## src/rtl/sc_mon_pkg.sv

```systemverilog
// Shared widths and saturation helper for the SC multiplier error monitor.
package sc_mon_pkg;

    localparam int unsigned DEF_DATA_WIDTH   = 8;
    localparam int unsigned DEF_RESULT_SHIFT = 0;
    localparam int unsigned DEF_COUNT_WIDTH  = 20;
    localparam int unsigned DEF_SUM_WIDTH    = 32;
    localparam int unsigned PROD_WIDTH       = 2 * DEF_DATA_WIDTH;

    // Widest accumulator the saturation helper supports.
    localparam int unsigned SAT_W = 64;

    // Saturating add decision: true when acc + addend would exceed all_ones,
    // i.e. the accumulator must clamp and flag overflow.
    function automatic logic sat_add_ovf(
        input logic [SAT_W-1:0] acc,
        input logic [SAT_W-1:0] addend,
        input logic [SAT_W-1:0] all_ones
    );
        logic [SAT_W:0] sum;
        sum = {1'b0, acc} + {1'b0, addend};
        return (sum > {1'b0, all_ones});
    endfunction

endpackage

```

## src/rtl/sc_sat_accum.sv

```systemverilog
// Saturating accumulator with sticky saturation flag.
module sc_sat_accum
    import sc_mon_pkg::*;
#(
    parameter int unsigned WIDTH = DEF_COUNT_WIDTH
) (
    input  logic             clk,
    input  logic             rst,
    input  logic             clear,
    input  logic             en,
    input  logic [WIDTH-1:0] addend,
    output logic [WIDTH-1:0] value,
    output logic             sat
);

    localparam logic [SAT_W-1:0] ALL_ONES = SAT_W'({WIDTH{1'b1}});

    logic [WIDTH-1:0] r_value;
    logic             r_sat;
    logic             w_ovf;

    // Detect whether this update would pass all-ones.
    always_comb begin
        w_ovf = sat_add_ovf(SAT_W'(r_value), SAT_W'(addend), ALL_ONES);
    end

    // Accumulate with clamp; rst and clear both zero the value and flag.
    always_ff @(posedge clk) begin
        if (rst || clear) begin
            r_value <= '0;
            r_sat   <= 1'b0;
        end else if (en) begin
            r_value <= w_ovf ? {WIDTH{1'b1}} : r_value + addend;
            r_sat   <= r_sat | w_ovf;
        end
    end

    assign value = r_value;
    assign sat   = r_sat;

endmodule

```

## src/rtl/sc_mul_err_monitor.sv

```systemverilog
// Two-stage accuracy monitor: exact product vs. SC product, error statistics.
module sc_mul_err_monitor
    import sc_mon_pkg::*;
#(
    parameter int unsigned DATA_WIDTH   = DEF_DATA_WIDTH,
    parameter int unsigned RESULT_SHIFT = DEF_RESULT_SHIFT,
    parameter int unsigned COUNT_WIDTH  = DEF_COUNT_WIDTH,
    parameter int unsigned SUM_WIDTH    = DEF_SUM_WIDTH
) (
    input  logic                    clk,
    input  logic                    rst,
    input  logic                    clear,
    input  logic                    in_valid,
    input  logic [DATA_WIDTH-1:0]   io_inputs_a,
    input  logic [DATA_WIDTH-1:0]   io_inputs_b,
    input  logic [2*DATA_WIDTH-1:0] mul_result,
    output logic                    last_valid,
    output logic [2*DATA_WIDTH-1:0] last_err,
    output logic [COUNT_WIDTH-1:0]  sample_count,
    output logic [COUNT_WIDTH-1:0]  exact_count,
    output logic [SUM_WIDTH-1:0]    err_sum,
    output logic [2*DATA_WIDTH-1:0] max_err,
    output logic [DATA_WIDTH-1:0]   max_err_a,
    output logic [DATA_WIDTH-1:0]   max_err_b,
    output logic                    overflow
);

    localparam int unsigned PW = 2 * DATA_WIDTH;

    logic                  r_v1;
    logic [PW-1:0]         r_exact;
    logic [PW-1:0]         r_aligned;
    logic [DATA_WIDTH-1:0] r_a;
    logic [DATA_WIDTH-1:0] r_b;

    logic                  r_last_valid;
    logic [PW-1:0]         r_last_err;
    logic [PW-1:0]         r_max_err;
    logic [DATA_WIDTH-1:0] r_max_a;
    logic [DATA_WIDTH-1:0] r_max_b;

    logic [PW-1:0]         w_diff;
    logic                  w_sat_samp;
    logic                  w_sat_exact;
    logic                  w_sat_sum;

    // Stage 1: full-width exact product and scale-aligned SC product.
    always_ff @(posedge clk) begin
        if (rst || clear) begin
            r_v1      <= 1'b0;
            r_exact   <= '0;
            r_aligned <= '0;
            r_a       <= '0;
            r_b       <= '0;
        end else begin
            r_v1 <= in_valid;
            if (in_valid) begin
                r_exact   <= PW'(io_inputs_a) * PW'(io_inputs_b);
                r_aligned <= PW'(mul_result << RESULT_SHIFT);
                r_a       <= io_inputs_a;
                r_b       <= io_inputs_b;
            end
        end
    end

    // Absolute error of the stage-1 sample.
    always_comb begin
        w_diff = (r_exact >= r_aligned) ? (r_exact - r_aligned) : (r_aligned - r_exact);
    end

    // Stage 2: latest error and max tracking (ties keep the earlier sample).
    always_ff @(posedge clk) begin
        if (rst || clear) begin
            r_last_valid <= 1'b0;
            r_last_err   <= '0;
            r_max_err    <= '0;
            r_max_a      <= '0;
            r_max_b      <= '0;
        end else begin
            r_last_valid <= r_v1;
            if (r_v1) begin
                r_last_err <= w_diff;
                if (w_diff > r_max_err) begin
                    r_max_err <= w_diff;
                    r_max_a   <= r_a;
                    r_max_b   <= r_b;
                end
            end
        end
    end

    sc_sat_accum #(.WIDTH(COUNT_WIDTH)) u_samp_cnt (
        .clk    (clk),
        .rst    (rst),
        .clear  (clear),
        .en     (r_v1),
        .addend (COUNT_WIDTH'(1)),
        .value  (sample_count),
        .sat    (w_sat_samp)
    );

    sc_sat_accum #(.WIDTH(COUNT_WIDTH)) u_exact_cnt (
        .clk    (clk),
        .rst    (rst),
        .clear  (clear),
        .en     (r_v1 && (w_diff == '0)),
        .addend (COUNT_WIDTH'(1)),
        .value  (exact_count),
        .sat    (w_sat_exact)
    );

    sc_sat_accum #(.WIDTH(SUM_WIDTH)) u_err_sum (
        .clk    (clk),
        .rst    (rst),
        .clear  (clear),
        .en     (r_v1),
        .addend (SUM_WIDTH'(w_diff)),
        .value  (err_sum),
        .sat    (w_sat_sum)
    );

    assign last_valid = r_last_valid;
    assign last_err   = r_last_err;
    assign max_err    = r_max_err;
    assign max_err_a  = r_max_a;
    assign max_err_b  = r_max_b;
    assign overflow   = w_sat_samp | w_sat_exact | w_sat_sum;

endmodule

```

## config.mk

```make
export PLATFORM = sky130hd
export DESIGN_NAME = sc_mul_err_monitor
export DESIGN_NICKNAME = d
export VERILOG_FILES = /design/src/rtl/sc_mon_pkg.sv /design/src/rtl/sc_sat_accum.sv /design/src/rtl/sc_mul_err_monitor.sv
export SDC_FILE = /design/constraint.sdc
export NUM_CORES = 1
export LEC_CHECK = 0
export CORE_ASPECT_RATIO = 0.5
export CORE_MARGIN = 4
export CORE_UTILIZATION = 24
export CTS_BUF_LIST = sky130_fd_sc_hd__clkbuf_8
export CTS_CLUSTER_SIZE = 8
export DETAILED_ROUTE_END_ITERATION = 10
export GPL_TIMING_DRIVEN = 0
export PLACE_DENSITY = 0.47
export SLEW_MARGIN = 0
export SYNTH_ARGS = -nofsm -noshare
export SYNTH_HDL_FRONTEND = slang
export SYNTH_SLANG_ARGS = --single-unit
```

## constraint.sdc

```tcl
create_clock -name clk -period 5.95 [get_ports clk]
set_input_delay 0.8925 -clock clk [delete_from_list [all_inputs] [get_ports clk]]
set_output_delay 0.8925 -clock clk [all_outputs]
set_load 0.02 [all_outputs]
```

==> flow_summary.toml, run 1 <==
[synthesis]
muxShareOfSynthArea_pct = 6.94
synthDistinctLibCells = 77
synth_xor_area_share_pct = 3.21
synthCells = 1441
yosys.area_share.simple_pct = 20.0
async_flop_share_pct = 0
synth_edf_count = 0
synth-main-ff-cell = "dfxtp_1"
synth_compound_area_share_pct = 17.6
syn-cell-area_um2 = 12100
syn_area_per_cell_um2 = 8.43
synth_top_family_by_area = "simple AND/OR/NAND/NOR gates"
seq_area_frac_synth_pct = 28.5
ys_ff_latch = 173
synth_adder_area_share_pct = 17.1
yosys_warnings = 0
syn_nets = 1620

[die]
die_height_um = 167
placementRows = 57
die_area_um2 = 54500
ios = 158
dieWidth_um = 326
start_util_pct = 24.7
core_area_um2 = 49300

[clock_network]
cts-root-buf = "clkbuf_8"
cts_buffer_depth = 2
cts_hold_buf = 0
clock_latency_ns = 0.50
cts_max_level = 4
cts_tree = "built"
clkTransAtPathRegs_ns = 0.10
cts_buffers = 17
clock-sinks = 173

[sta]
clock_skew_ns = 0.0140
fmax_mhz = 178
slew_viol_final = 0
period_needed_ns = 5.63
maxSlewHeadroom_pct = 38.7
finalCritPeriodShare_pct = 94.6
worstMarginPinSlew_ns = 0.919
finalSetupTns_ns = 0
hold_viol_final = 0
finalSetupViolations = 0
whs_ns = 0.470

[grt]
grt_usage_pct = 14.7
overflow = 0
grt_max_degree = 17
grt_pass1_wl_mm = 63.3
antenna_found_initial = 1
grt_pass1_vias = 10700

[setup_path]
path_buf_inv = 5
crit_type = "reg2reg"
cp-end-kind = "register"
cp-start-kind = "register"
crit_path_top_delay_cell = "o41a_1"
critPathTopFamily = "compound AO/OA/AOI/OAI gates"
worst_ep_required_time_ns = 6.35
path_max_fanout = 10
critPathMaxStageDelay_ns = 0.43
arrival_ns = 6.03

[place]
dpl.hpwl_mm = 30.9
port_buffers = 150
gp_congestion = 0.859
dpl_cell_area_um2 = 14500

[pwr]
p_clk_share_pct = 16.8
power_frac_seq_pct = 25.0
ir_worst_vdd_mv = 0.214
p_sw_share_pct = 44.9
p_int_mw = 2.74
p_comb_share_pct = 58.3
switching_power_mw = 2.23
p_leak_nw = 6.06
p_per_area_nw_per_um2 = 331

[detailed_routing]
wl_met1_mm = 18.0
drt-initial-drc-count = 577
firstDrtPassIters = 5
wl_met2_mm = 20.1
ant_nets = 0
wl_mm = 40.3
vias_per_cell = 4.74
highest_layer = "met5"
vias = 10900
routed-wl-met3_mm = 1.29
routedWlPerCell_um = 17.5
drc_errors = 0

[finish]
antenna_cells = 0
final_util_pct = 30.4
final_nets = 1791
drive_gt1_share_pct = 5.97
mostFrequentLayoutCell = "dfxtp_1"
stdcell_area_um2 = 15000
mostFrequentLayoutCells = "dfxtp_1, nor2_1, clkdlybuf4s50_1, inv_1, ha_1"
fill_cells = 5282
area_growth_pct = 23.5

[run]
maxCapViolCount = 0

[outcome]
outcome = "finished, final reports clean"

[worst_hold_path]
hold_path.class = "reg2reg"
==> metal layers <==
layer  track usage [%]  vias up
li1                  -     5401
met1              18.7     5281
met2              26.1      175
met3              2.20       48
met4              4.14        2
met5                 0        -
==> state kept, by name (all words and copies together), names as in the netlist <==
register and cells:
u_exact_cnt.value 20, u_samp_cnt.value 20, max_err_b 8, u_samp_cnt.sat 1, r_a 8, u_err_sum.sat 1, max_err 16, r_v1 1
u_exact_cnt.sat 1, last_err 16, last_valid 1, r_aligned 16, u_err_sum.value 32, r_b 8, r_exact 16, max_err_a 8
==> final timing paths <==
path / start / end / slack, ns / depth (start not counted)
worst max-delay path: r_exact[9] / u_err_sum.value[23] / 0.32 / 25
worst min register to register: u_exact_cnt.sat / u_exact_cnt.sat / 0.47 / 1
worst max register to register: r_exact[9] / u_err_sum.value[23] / 0.32 / 25
worst min-delay path: u_exact_cnt.sat / u_exact_cnt.sat / 0.47 / 1
==> kinds of logic after synthesis <==
family,after synthesis
and+or+nand+nor,492
xor gates and xnor gates,42
muxes,83
adders and majority gates,143
buffers and inverters,187
DFF,173
AOI/OAI and AO/OA,321
==> area by class of cell <==
| type | count | area (µm²) | area share [%] |
|---|---|---|---|
| Buffer | 75 | 379 | 2.53 |
| Clock buffer | 19 | 262 | 1.74 |
| Clock inverter | 13 | 103 | 0.684 |
| Inverter | 112 | 420 | 2.80 |
| Multi-Input combinational cell | 1081 | 8010 | 53.4 |
| Sequential cell | 173 | 3460 | 23.1 |
| Tap cell | 678 | 848 | 5.66 |
| Timing Repair Buffer | 152 | 1520 | 10.1 |
==> what timing repair did <==
item | CTS | global route
resized for setup | 6 | 16
gates cloned | 0 | 0
buffers inserted | 2 | 0
setup endpoints to repair | 29 | 38
pin swaps | 1 | 1
==> metrics by stage <==
step | power [mW] | worst slack, ns | std cells
floorplan | 3.33 | 0.875 | 1441
global placement | 4.08 | -0.617 | 2269
detailed placement | 4.09 | -0.587 | 2269
CTS | 4.95 | 0.00304 | 2303
global route | 5.38 | -0.0125 | 2303
finish | 4.97 | 0.324 | 2303
==> Yosys cell counts, drive strengths merged (5+ instances only) <==
master	count	share of area, %
nand3	35	1.4
a311oi	17	1.3
and4	12	0.89
dfxtp	173	29
o21a	15	0.93
clkbuf	50	1.5
o21ai	68	2.8
xor2	11	0.79
or3	5	0.26
and3	27	1.4
buf	25	1.6
nor4	5	0.38
a31oi	41	2.1
nand4	18	0.93
a21o	14	0.87
nor2b	10	0.54
mux2i	82	6.8
inv	112	3.5
o31ai	6	0.37
nor3	22	0.91
a211oi	33	2.2
xnor2	31	2.4
or2	6	0.31
nor2	174	5.4
ha	104	11
and2	56	2.9
nand2	90	2.8
fa	39	6.4
o22ai	5	0.26
a21oi	77	3.2
nand2b	18	0.93
==> power by group through the flow <==
stage | clock [mW] | sequential, mW | combinational (mW)
floorplan | 0 | 1.28 | 2.05
detailed placement | 0 | 1.27 | 2.82
global placement | 0 | 1.27 | 2.81
CTS | 0.859 | 1.24 | 2.85
finish | 0.833 | 1.24 | 2.89
global route | 0.913 | 1.25 | 3.22
No activity file was read; power rests on OpenSTA's default activity.
==> run 2: changes to the inputs <==
- TNS_END_PERCENT: default -> 1
==> results of run 2 <==
No change in the layout: final DEF, timing and power equal those of run 1.
